## config.mk

```make
export PLATFORM = sky130hd
export DESIGN_NAME = prog_fetch_flat
export DESIGN_NICKNAME = d
export VERILOG_FILES = /design/src/rtl/cpu_pkg.sv /design/src/rtl/prog_fetch_if.sv /design/src/rtl/prog_mem.sv /design/src/rtl/prog_fetch.sv /design/src/flat_wrapper.sv
export SDC_FILE = /design/constraint.sdc
export NUM_CORES = 1
export LEC_CHECK = 0
export CAP_MARGIN = 20
export CORE_ASPECT_RATIO = 0.8
export CORE_MARGIN = 2
export CORE_UTILIZATION = 40
export CTS_BUF_LIST = sky130_fd_sc_hd__clkbuf_8
export DETAILED_ROUTE_END_ITERATION = 16
export GPL_TIMING_DRIVEN = 0
export MAX_ROUTING_LAYER = met4
export PLACE_DENSITY_LB_ADDON = 0.25
export SYNTH_ARGS = -nofsm -noshare
export SYNTH_HDL_FRONTEND = slang
export SYNTH_SLANG_ARGS = --single-unit
export TNS_END_PERCENT = 100
```

## constraint.sdc

```tcl
create_clock -name clk -period 2.35 [get_ports clk]
set_input_delay 0.5875 -clock clk [delete_from_list [all_inputs] [get_ports clk]]
set_output_delay 0.5875 -clock clk [all_outputs]
set_load 0.03 [all_outputs]
```

## src/rtl/cpu_pkg.sv

```systemverilog
// Shared definitions for the 8-bit core: opcodes, instruction width and the
// program-fetch FSM state encoding.
package cpu_pkg;

  localparam int INSTR_W = 8;

  localparam logic [1:0] OP_IN  = 2'b00;
  localparam logic [1:0] OP_ADD = 2'b01;
  localparam logic [1:0] OP_MOV = 2'b10;
  localparam logic [1:0] OP_OUT = 2'b11;

  typedef enum logic [1:0] {
    ST_IDLE  = 2'd0,
    ST_RUN   = 2'd1,
    ST_DRAIN = 2'd2
  } fetch_state_e;

  // Instruction layout is {op[1:0], f1[2:0], f0[2:0]}.
  function automatic logic [1:0] instr_op(input logic [INSTR_W-1:0] instr);
    return instr[INSTR_W-1 -: 2];
  endfunction

endpackage

```

## src/rtl/prog_fetch_if.sv

```systemverilog
// Host-side load/control and core-side instruction stream of prog_fetch.
// The host/bench drives through the master modport, the fetch unit is the slave.
interface prog_fetch_if import cpu_pkg::*; #(parameter int AW = 5);

  logic               load_en;
  logic [AW-1:0]      load_addr;
  logic [INSTR_W-1:0] load_data;
  logic [AW:0]        prog_len;
  logic               start;
  logic               abort;
  logic               stall;
  logic [INSTR_W-1:0] instr_out;
  logic               instr_valid;
  logic [AW-1:0]      pc;
  logic               busy;
  logic               done;

  modport master (
    output load_en, load_addr, load_data, prog_len, start, abort, stall,
    input  instr_out, instr_valid, pc, busy, done
  );

  modport slave (
    input  load_en, load_addr, load_data, prog_len, start, abort, stall,
    output instr_out, instr_valid, pc, busy, done
  );

endinterface

```

## src/rtl/prog_mem.sv

```systemverilog
// Program store: DEPTH x INSTR_W words, synchronous write, asynchronous read.
// Contents are deliberately not reset so a program survives a core reset.
module prog_mem import cpu_pkg::*; #(
  parameter int DEPTH = 32,
  parameter int AW    = 5
) (
  input  logic               clk,
  input  logic               we,
  input  logic [AW-1:0]      waddr,
  input  logic [INSTR_W-1:0] wdata,
  input  logic [AW-1:0]      raddr,
  output logic [INSTR_W-1:0] rdata
);

  logic [INSTR_W-1:0] mem [DEPTH];

  always_ff @(posedge clk) begin
    if (we) mem[waddr] <= wdata;
  end

  assign rdata = mem[raddr];

endmodule

```

## src/rtl/prog_fetch.sv

```systemverilog
// Program sequencer: replays the stored program to the execute core, one word
// per unstalled cycle. Define FETCH_LOOP_EN to replay the program endlessly.
module prog_fetch import cpu_pkg::*; #(
  parameter int DEPTH = 32,
  parameter int AW    = 5
) (
  input  logic clk,
  input  logic rst,
  prog_fetch_if.slave bus
);

  localparam logic [AW:0] LEN_MAX = (AW+1)'(DEPTH);
  localparam logic [AW:0] LEN_ONE = (AW+1)'(1);
`ifndef FETCH_LOOP_EN
  localparam logic [AW-1:0] PC_MAX = AW'(DEPTH - 1);
`endif

  fetch_state_e       state_q, state_d;
  logic [AW-1:0]      pc_q, pc_d;
  logic [AW:0]        len_q, len_d;
  logic [INSTR_W-1:0] instr_q, instr_d;
  logic               valid_q, valid_d;
  logic               last_q, last_d;
  logic               done_q, done_d;

  logic [INSTR_W-1:0] mem_rdata;
  logic               mem_we;
  logic               fetch_last;
  logic               retire_last;
  logic [AW:0]        len_clamped;

  assign mem_we      = bus.load_en && (state_q == ST_IDLE);
  assign fetch_last  = ({1'b0, pc_q} == (len_q - LEN_ONE));
  // last_q marks that the word on instr_out is the final one of the program.
  assign retire_last = valid_q && last_q && !bus.stall;
  assign len_clamped = (bus.prog_len > LEN_MAX) ? LEN_MAX : bus.prog_len;

  prog_mem #(.DEPTH(DEPTH), .AW(AW)) u_mem (
    .clk   (clk),
    .we    (mem_we),
    .waddr (bus.load_addr),
    .wdata (bus.load_data),
    .raddr (pc_q),
    .rdata (mem_rdata)
  );

  always_ff @(posedge clk or negedge rst) begin
    if (!rst) begin
      state_q <= ST_IDLE;
      pc_q    <= '0;
      len_q   <= '0;
      instr_q <= '0;
      valid_q <= 1'b0;
      last_q  <= 1'b0;
      done_q  <= 1'b0;
    end else begin
      state_q <= state_d;
      pc_q    <= pc_d;
      len_q   <= len_d;
      instr_q <= instr_d;
      valid_q <= valid_d;
      last_q  <= last_d;
      done_q  <= done_d;
    end
  end

  always_comb begin
    state_d = state_q;
    pc_d    = pc_q;
    len_d   = len_q;
    instr_d = instr_q;
    valid_d = valid_q;
    last_d  = last_q;
    done_d  = 1'b0;

    // Abort wins over stall and start whenever a run is in progress.
    if (bus.abort && (state_q != ST_IDLE)) begin
      state_d = ST_IDLE;
      valid_d = 1'b0;
      instr_d = '0;
      last_d  = 1'b0;
    end else begin
      unique case (state_q)
        ST_IDLE: begin
          if (bus.start) begin
            if (bus.prog_len == '0) begin
              done_d = 1'b1;
            end else begin
              state_d = ST_RUN;
              pc_d    = '0;
              len_d   = len_clamped;
            end
          end
        end
        ST_RUN: begin
          if (!bus.stall) begin
            instr_d = mem_rdata;
            valid_d = 1'b1;
            last_d  = fetch_last;
            done_d  = retire_last;
`ifdef FETCH_LOOP_EN
            pc_d    = fetch_last ? '0 : pc_q + 1'b1;
`else
            pc_d    = (pc_q == PC_MAX) ? pc_q : pc_q + 1'b1;
            if (fetch_last) state_d = ST_DRAIN;
`endif
          end
        end
        ST_DRAIN: begin
          if (!bus.stall) begin
            state_d = ST_IDLE;
            valid_d = 1'b0;
            instr_d = '0;
            last_d  = 1'b0;
            done_d  = retire_last;
          end
        end
        default: begin
          state_d = ST_IDLE;
          valid_d = 1'b0;
          instr_d = '0;
          last_d  = 1'b0;
        end
      endcase
    end
  end

  assign bus.instr_out   = instr_q;
  assign bus.instr_valid = valid_q;
  assign bus.pc          = pc_q;
  assign bus.busy        = (state_q != ST_IDLE);
  assign bus.done        = done_q;

endmodule

```

## src/flat_wrapper.sv

```systemverilog
// flat-port wrapper written by rule: the top's interface ports become plain ports
module prog_fetch_flat import cpu_pkg::*;
#(
  parameter int DEPTH = 32,
  parameter int AW    = 5
)
  (clk, rst, bus_load_en, bus_load_addr, bus_load_data, bus_prog_len, bus_start, bus_abort, bus_stall, bus_instr_out, bus_instr_valid, bus_pc, bus_busy, bus_done);
  prog_fetch_if #(.AW(AW)) bus_i ();
  input  logic clk;
  input  logic rst;
  input wire logic [$bits(bus_i.load_en)-1:0] bus_load_en;
  input wire logic [$bits(bus_i.load_addr)-1:0] bus_load_addr;
  input wire logic [$bits(bus_i.load_data)-1:0] bus_load_data;
  input wire logic [$bits(bus_i.prog_len)-1:0] bus_prog_len;
  input wire logic [$bits(bus_i.start)-1:0] bus_start;
  input wire logic [$bits(bus_i.abort)-1:0] bus_abort;
  input wire logic [$bits(bus_i.stall)-1:0] bus_stall;
  output wire logic [$bits(bus_i.instr_out)-1:0] bus_instr_out;
  output wire logic [$bits(bus_i.instr_valid)-1:0] bus_instr_valid;
  output wire logic [$bits(bus_i.pc)-1:0] bus_pc;
  output wire logic [$bits(bus_i.busy)-1:0] bus_busy;
  output wire logic [$bits(bus_i.done)-1:0] bus_done;
  assign bus_i.load_en = bus_load_en;
  assign bus_i.load_addr = bus_load_addr;
  assign bus_i.load_data = bus_load_data;
  assign bus_i.prog_len = bus_prog_len;
  assign bus_i.start = bus_start;
  assign bus_i.abort = bus_abort;
  assign bus_i.stall = bus_stall;
  assign bus_instr_out = bus_i.instr_out;
  assign bus_instr_valid = bus_i.instr_valid;
  assign bus_pc = bus_i.pc;
  assign bus_busy = bus_i.busy;
  assign bus_done = bus_i.done;
  prog_fetch #(.DEPTH(DEPTH), .AW(AW)) u_core (.clk(clk), .rst(rst), .bus(bus_i));
endmodule
```

==> results.ini, run 1 <==
[outcome]
status = complete, no violations

[cts]
root_buffer = clkbuf_8
cts_tree = built
clk_pin_slew_ps = 60
cts_made_buffers = 43
clockBufferDepth = 3
clock_latency_ps = 550
cts_max_level = 2
cts_num_sinks = 280

[layout]
antenna_cells = 0
stdcell_count = 1155
final_net_count = 783
regArea_um2 = 8290
drive_above_1_share = 0.222
final_util = 0.480
final.fill_count = 2397
fin_area_um2 = 13500
multi_input_area_um2 = 3070
syn2layout_area_growth_pct = 18.3

[placed_design]
pre_cts_ws_ps = -722
place_area_um2 = 12500
hpwl_um = 18900
place.gp.congestion = 0.841
portBuffers = 40
dpl.cell_count = 1073

[worst_setup_path]
worstPathArrival_ps = 1710
crit_fanout = 4
cp_cell_sequence = clkdlybuf4s50_1
max_stage_delay_ps = 710
crit_path_start_kind = register
path_buf_inv = 1
required_ps = 1760
cpLargestDelayFamily = buffers and inverters
critical_path_class = reg -> out
endpoint_kind = output pin
slowest_stage = clkdlybuf4s50_1

[timing]
setup_viol = 0
final.setup.tns_ps = 0
worst_slew_pin_slew_ps = 849
whs_ps = 265
rsz0062_at_grt = true
min_period_over_period = 0.978
period_minus_slack_ps = 2300
slew_violations = 0
relSlewSlack = 0.432
max_freq_mhz = 435
fin_worst_skew_ps = 18.0
setup_ws_ps = 52.1
finalHoldViolations = 0

[global_route]
grt_max_degree = 33
track_usage = 0.194
gr-total-overflow = 0
grt_pass1_vias = 6409
antenna_found_initial = 0
grt_pass1_wl_um = 40900

[routing]
vias = 6395
totalWireLength_um = 27600
ant_nets = 0
routedWlPerCell_um = 23.9
dr.pass1.iters = 5
vias_per_cell = 5.54
drt-initial-drc-count = 616
drc = 0

[min_path]
min_path_type = in -> async

[synth]
synth_cell_types = 47
netlist_area_um2 = 11400
synth_common_cells = edfxtp_1, mux2i_1, nor2_1
syn_inst = 657
synth_area_leaders = edfxtp_1, mux2i_1, dfrtp_1
yosys.area.top_type = edfxtp_1
synth_seq_cells = 280
yosysMostFrequentCell = edfxtp_1
async_reset_ff_frac = 0.0857
synth-main-ff-cell = edfxtp_1
synth_nets = 689
syn_area_per_cell_um2 = 17.4
yosysTopAreaCellShare = 0.672
yosysWarnings = 0
ys_seq_area_frac = 0.724
synth_edf_count = 256

[floorplan]
die_w_um = 193
start_util = 0.406
ios = 41
rows = 55
dieArea_um2 = 30000
coreArea_um2 = 28200
die_y_um = 155

[power_and_ir_drop]
p_per_area_nw_per_um2 = 1010
ir_drop_mv = 0.608
power_mw = 13.7
p_leak_nw = 4.45

[flow_run]
drv_cap = 0

## cell usage in the layout, fill, tap and decap left out, types with 4 or more instances in the layout
cell             netlist  routed
nand2_1               46      46
inv_1                  9      20
ha_1                   7       6
nor2_2                 0      21
clkinv_1               0      12
buf_2                  8       6
nor2_4                 0      12
o21ai_1                5       9
buf_8                  3       5
mux2_2                12      12
nor2_1                48      15
a22oi_1               17      17
nand2b_1               7       7
dfrtp_1               24      24
a41oi_1               14      11
a221oi_1               9       9
xor2_1                 4       4
edfxtp_1             256     256
nor2b_1                4       4
a22o_1                 9       9
clkdlybuf4s50_1        0      37
clkbuf_8               0      45
buf_6                  4       5
nand3b_1               4       4
buf_4                  4       5
buf_16                 0       7
o21ai_0               20      17
clkinv_2               0       5
mux4_1                 7       7
mux4_2                25      25
nand3_1                4       4
mux2i_1               63      62
## worst paths after layout
check / from / end / slack (ps) / depth (start not counted)
max: u_core.bus.pc[3]$_DFFE_PN0P_ / bus_pc[3] / 50 / 1
min: rst / u_core.bus.pc[0]$_DFFE_PN0P_ / 270 / 1
max reg2reg: u_core.bus.pc[0]$_DFFE_PN0P_ / u_core.bus.instr_out[3]$_DFFE_PN0P_ / 60 / 6
min reg2reg: u_core.last_q$_DFFE_PN0P_ / u_core.last_q$_DFFE_PN0P_ / 500 / 2
max in group asynchronous: rst / u_core.last_q$_DFFE_PN0P_ / 1650 / 2
min in group clk: u_core.last_q$_DFFE_PN0P_ / u_core.last_q$_DFFE_PN0P_ / 500 / 2
## flip-flops by register name (all words and copies together), names as in the netlist
| register | cells |
|---|---|
| u_core.u_mem.mem | 256 |
| u_core.bus.pc | 5 |
| u_core.len_q | 6 |
| u_core.last_q | 1 |
| u_core.bus.done | 1 |
| u_core.bus.instr_out | 8 |
| u_core.bus.instr_valid | 1 |
| u_core.state_q | 2 |
## final cells by class
type | instances | area share
clock inverter | 34 | 0.0147
timing repair buffer | 51 | 0.0466
sequential | 280 | 0.612
clock buffer | 45 | 0.0457
inverter | 9 | 0.00249
buffer | 27 | 0.0173
multi-input combinational | 339 | 0.227
tap | 370 | 0.0342
## power breakdown
group | total (mW) | internal, mW | switching [mW] | leakage, nW
sequential | 5.82 | 5.63 | 0.191 | 2.62
clock | 3.87 | 2.01 | 1.87 | 0.459
combinational | 4.02 | 1.68 | 2.34 | 1.37
## layer usage
metal,GRT usage,wire length (um),vias up
met5,-,0,-
li1,-,-,2815
met4,0.0440,428,0
met3,0.0447,2290,37
met1,0.281,12500,3285
met2,0.282,12400,258
## kinds of logic after synthesis
kind of cell | after synthesis | share of synthesized area
flops | 280 | 0.724
simple gates | 128 | 0.0501
mux | 107 | 0.132
compound gates | 89 | 0.0569
buf+inv | 39 | 0.0235
xor+xnor | 7 | 0.00536
fa+ha+maj | 7 | 0.00765
## what timing repair did
item	4_1_cts	5_1_grt
pin swaps	2	6
endpoints found under the setup margin	255	182
gates cloned	1	0
hold buffers	0	0
gates resized for setup	34	38
buffers inserted	1	1
Power figures use the tool's default switching activity.
==> run 2: changes to the inputs <==
- CORE_MARGIN: 2 -> default
- CTS_BUF_LIST: sky130_fd_sc_hd__clkbuf_8 -> default
==> results.ini, run 2 (synthesis gave the netlist of run 1 again) <==
[cts]
clock_latency_ps = 540
cts_made_buffers = 28
clk_pin_slew_ps = 60
root_buffer = clkbuf_16
cts_num_sinks = 280
cts_max_level = 1
cts_tree = built
clockBufferDepth = 3

[routing]
drt-initial-drc-count = 524
routedWlPerCell_um = 23.9
totalWireLength_um = 26800
top_layer = met4
route.met3.wl_um = 2100
wl_met1_um = 12000
drc = 0
vias_per_cell = 5.56
dr.pass1.iters = 6
ant_nets = 0
vias = 6227
wl_met2_um = 12200

[power_and_ir_drop]
p_leak_nw = 4.43
p_seq_frac = 0.413
p_sw_frac = 0.307
switchingPower_mw = 4.33
pwr-share-clk = 0.304
comb_power_share = 0.283
power_mw = 14.1
internal_power_mw = 9.80
ir_drop_mv = 0.583
p_per_area_nw_per_um2 = 1040

[timing]
period_minus_slack_ps = 2440
relSlewSlack = 0.460
min_period_over_period = 1.04
finalHoldViolations = 0
slew_violations = 0
fin_worst_skew_ps = 8.88
setup_ws_ps = -92.2
setup_viol = 64
worst_slew_pin_slew_ps = 807
max_freq_mhz = 409
whs_ps = 267
rsz0062_at_grt = true

[floorplan]
die_y_um = 153
dieArea_um2 = 29300
rows = 54
coreArea_um2 = 27700
ios = 41
die_w_um = 191
start_util = 0.413

[layout]
mostFrequentLayoutCells = edfxtp_1, mux2i_1, nand2_1
drive_above_1_share = 0.196
multi_input_area_um2 = 3070
final_util = 0.490
final_common_cell = edfxtp_1
final_net_count = 769
final.fill_count = 2314
top_register = u_core.u_mem.mem
stdcell_count = 1120
syn2layout_area_growth_pct = 18.7
antenna_cells = 0
largest_register_ffs = 256
regArea_um2 = 8290

[outcome]
violations = negative setup slack
status = finished with violations

[worst_setup_path]
required_ps = 2510
worstPathArrival_ps = 2610
crit_fanout = 8
crit_path_start_kind = register
max_stage_delay_ps = 750
critical_path_class = reg -> reg
endpoint_kind = register
slowest_stage = nor2_1
cp_cell_sequence = inv_1 > ha_4 > nand2_1 > nor2_1 > nand2_1 > nor2_1

[placed_design]
portBuffers = 40
dpl.cell_count = 1065
place.gp.congestion = 0.816
hpwl_um = 18100
pre_cts_ws_ps = -637

[global_route]
gr-total-overflow = 0
grt_max_degree = 33
track_usage = 0.191
antenna_found_initial = 0
grt_pass1_wl_um = 39800
grt_pass1_vias = 6349

[min_path]
min_path_type = in -> async

[flow_run]
drv_cap = 0

-- run 2: power groups by stage --
| stage | clock, mW | combinational [mW] | sequential (mW) |
|---|---|---|---|
| after floorplan | 0 | 2.45 | 6.02 |
| after global placement | 0 | 3.80 | 5.92 |
| after detailed placement | 0 | 3.88 | 5.92 |
| after CTS | 4.37 | 3.95 | 5.82 |
| after global routing | 4.55 | 4.28 | 5.84 |
| final | 4.30 | 4.00 | 5.83 |
-- run 2: critical path, delay by kind of cell (launching register included) --
| kind | cells | cell delay (ps) |
|---|---|---|
| fa+ha+maj | 1 | 230 |
| buf+inv | 1 | 150 |
| flops | 1 | 410 |
| simple gates | 4 | 1270 |
-- run 2: worst paths after layout --
| path | start | end | slack (ps) | cells past startpoint |
|---|---|---|---|---|
| min in group clk | u_core.last_q$_DFFE_PN0P_ | u_core.last_q$_DFFE_PN0P_ | 500 | 2 |
| hold reg to reg | u_core.last_q$_DFFE_PN0P_ | u_core.last_q$_DFFE_PN0P_ | 500 | 2 |
| setup / recovery | u_core.state_q[0]$_DFFE_PN0P_ | u_core.u_mem.mem[30][2]$_DFFE_PP_ | -90 | 6 |
| setup reg to reg | u_core.state_q[0]$_DFFE_PN0P_ | u_core.u_mem.mem[30][2]$_DFFE_PP_ | -90 | 6 |
| hold / removal | rst | u_core.bus.pc[2]$_DFFE_PN0P_ | 270 | 1 |
| max in group asynchronous | rst | u_core.len_q[1]$_DFFE_PN0P_ | 1670 | 2 |
-- run 2: metal layers --
metal / global-route usage / vias to the layer above
li1: - / 2779
met1: 0.273 / 3176
met2: 0.285 / 236
met3: 0.0418 / 36
met4: 0.0333 / 0
met5: - / -
-- run 2: metrics by stage --
step,instance area (um2),setup TNS [ps]
2_1_floorplan,11400,0
3_3_place_gp,12300,-104370
3_5_place_dp,12400,-119910
4_1_cts,13400,-2430
5_1_grt,13600,-11130
6_report,13600,-4030
-- run 2: final cells by class --
class                   count  area share
well taps                 364      0.0335
flip-flops and latches    280       0.610
multi-input cells         339       0.226
repair buffers             52      0.0466
clock buffers              33      0.0530
inverters                   9     0.00249
clock inverters            16      0.0115
plain buffers              27      0.0170
-- run 2: what timing repair did --
action                                  in CTS  in global routing
setup buffers                                3                  0
pin swaps                                    3                  1
endpoints found under the setup margin     271                113
gates cloned                                 1                  0
hold buffers                                 0                  0
hold endpoints to repair                     0                  0
resized for setup                           51                 21
==> run 3: changes to the inputs <==
- CORE_MARGIN: default -> 5
==> results.ini, run 3 (synthesis gave the netlist of run 1 again) <==
[timing]
setup_ws_ps = -30.1
worst_slew_pin_slew_ps = 880
max_freq_mhz = 420
relSlewSlack = 0.412
rsz0062_at_grt = true
finalHoldViolations = 0
fin_worst_skew_ps = 11.3
slew_violations = 0
period_minus_slack_ps = 2380
min_period_over_period = 1.01
setup_viol = 39
whs_ps = 287

[worst_setup_path]
crit_path_start_kind = register
rrSetupSlack_ps = -30
r2r_cells = 6
reg2reg_from = u_core.state_q[0]$_DFFE_PN0P_
rr_endpoint = u_core.u_mem.mem[26][7]$_DFFE_PP_
required_ps = 2540
endpoint_kind = register
worstPathArrival_ps = 2570
crit_fanout = 8
critical_path_class = reg -> reg

[placed_design]
portBuffers = 40
pre_cts_ws_ps = -716
hpwl_um = 19000
place.gp.congestion = 0.840

[routing]
wl_met1_um = 12700
route.met3.wl_um = 1710
dr.pass1.iters = 5
top_layer = met4
vias_per_cell = 5.57
wl_met2_um = 12000
drc = 0
ant_nets = 0
drt-initial-drc-count = 491
totalWireLength_um = 27000
routedWlPerCell_um = 24.0
vias = 6276

[layout]
final_util = 0.484
mostFrequentLayoutCells = edfxtp_1, mux2i_1, nand2_1
largest_register_ffs = 256
syn2layout_area_growth_pct = 19.4
drive_above_1_share = 0.220
final_net_count = 767
final_common_cell = edfxtp_1
top_register = u_core.u_mem.mem

[floorplan]
dieArea_um2 = 32100
die_y_um = 161
die_w_um = 199
coreArea_um2 = 28200
start_util = 0.406
rows = 55
ios = 41

[power_and_ir_drop]
ir_drop_mv = 0.690
p_per_area_nw_per_um2 = 1050
p_leak_nw = 4.46
power_mw = 14.4

[flow_run]
drv_cap = 0

[cts]
clock_latency_ps = 560
cts_max_level = 1
cts_tree = built
root_buffer = clkbuf_16
cts_made_buffers = 28
clockBufferDepth = 3
cts_num_sinks = 280
clk_pin_slew_ps = 70
cts_hold_buf = 0

[global_route]
gr-total-overflow = 0
grt_pass1_vias = 6374
antenna_found_initial = 1
grt_pass1_wl_um = 40600
track_usage = 0.174
grt_max_degree = 33

[outcome]
violations = negative setup slack
status = finished with violations

[min_path]
min_path_type = in -> async

[run 3: cell types whose count changed in the layout (fill, tap and decap cells not counted), moves of 3 or more]
cell	previous run	this run
buf_16	4	7
clkbuf_1	7	4
clkinv_1	8	1
clkinv_2	4	12
nor2_1	20	15
nor2_2	12	20
nor2_4	16	13
[run 3: final cells by class]
class	instances	area, um2
clock inverters	23	241
clock buffers	28	701
repair buffers	51	631
plain buffers	27	230
inverters	9	33.8
multi-input cells	338	3070
diodes	1	2.50
flip-flops and latches	280	8290
well taps	370	463
fillers	2317	14600
[run 3: metrics by stage]
| stage | cell area (um2) | instances | setup TNS (ps) |
|---|---|---|---|
| 6_report | 13700 | 1127 | -769 |
| 5_1_grt | 13700 | 1127 | -10230 |
| 4_1_cts | 13500 | 1125 | -11230 |
| 3_5_place_dp | 12500 | 1073 | -120890 |
| 3_3_place_gp | 12300 | 1067 | -115670 |
| 2_1_floorplan | 11400 | 657 | 0 |
[run 3: timing repair]
| action | 4_1_cts | 5_1_grt |
|---|---|---|
| pin swaps | 2 | 2 |
| gates resized for setup | 38 | 32 |
| buffers inserted | 2 | 0 |
| endpoints found under the setup margin | 269 | 177 |
| cloned | 0 | 0 |
[run 3: where the power goes]
part | total, mW | internal [mW] | switching, mW
logic | 3.99 | 1.67 | 2.32
registers | 5.82 | 5.63 | 0.195
clock network | 4.55 | 2.63 | 1.91
[run 3: critical path, cell delays in order, from the launching register on]
cell	delay, ps
dfrtp_1	420
inv_1	160
ha_4	200
nand2_1	80
nor2_1	90
nand2_1	460
nor2_2	600
[run 3: how the worst max path moves through the flow]
stage	start	endpoint	slack, ps	cells past startpoint
after global placement	bus_load_addr[0]	u_core.u_mem.mem[19][3]$_DFFE_PP_	-690	3
after detailed placement	bus_load_addr[0]	u_core.u_mem.mem[19][3]$_DFFE_PP_	-720	3
after CTS	u_core.state_q[0]$_DFFE_PN0P_	u_core.u_mem.mem[12][1]$_DFFE_PP_	-210	6
after global routing	u_core.state_q[0]$_DFFE_PN0P_	u_core.u_mem.mem[10][4]$_DFFE_PP_	-140	6
final	u_core.state_q[0]$_DFFE_PN0P_	u_core.u_mem.mem[26][7]$_DFFE_PP_	-30	6
after floorplan	u_core.bus.pc[2]$_DFFE_PN0P_	u_core.bus.pc[3]$_DFFE_PN0P_	150	10
[run 3: routing by layer]
metal | GRT usage | up-vias
met1 | 0.256 | 3228
met2 | 0.252 | 221
met5 | - | -
li1 | - | 2773
met3 | 0.0394 | 54
met4 | 0.0376 | 0
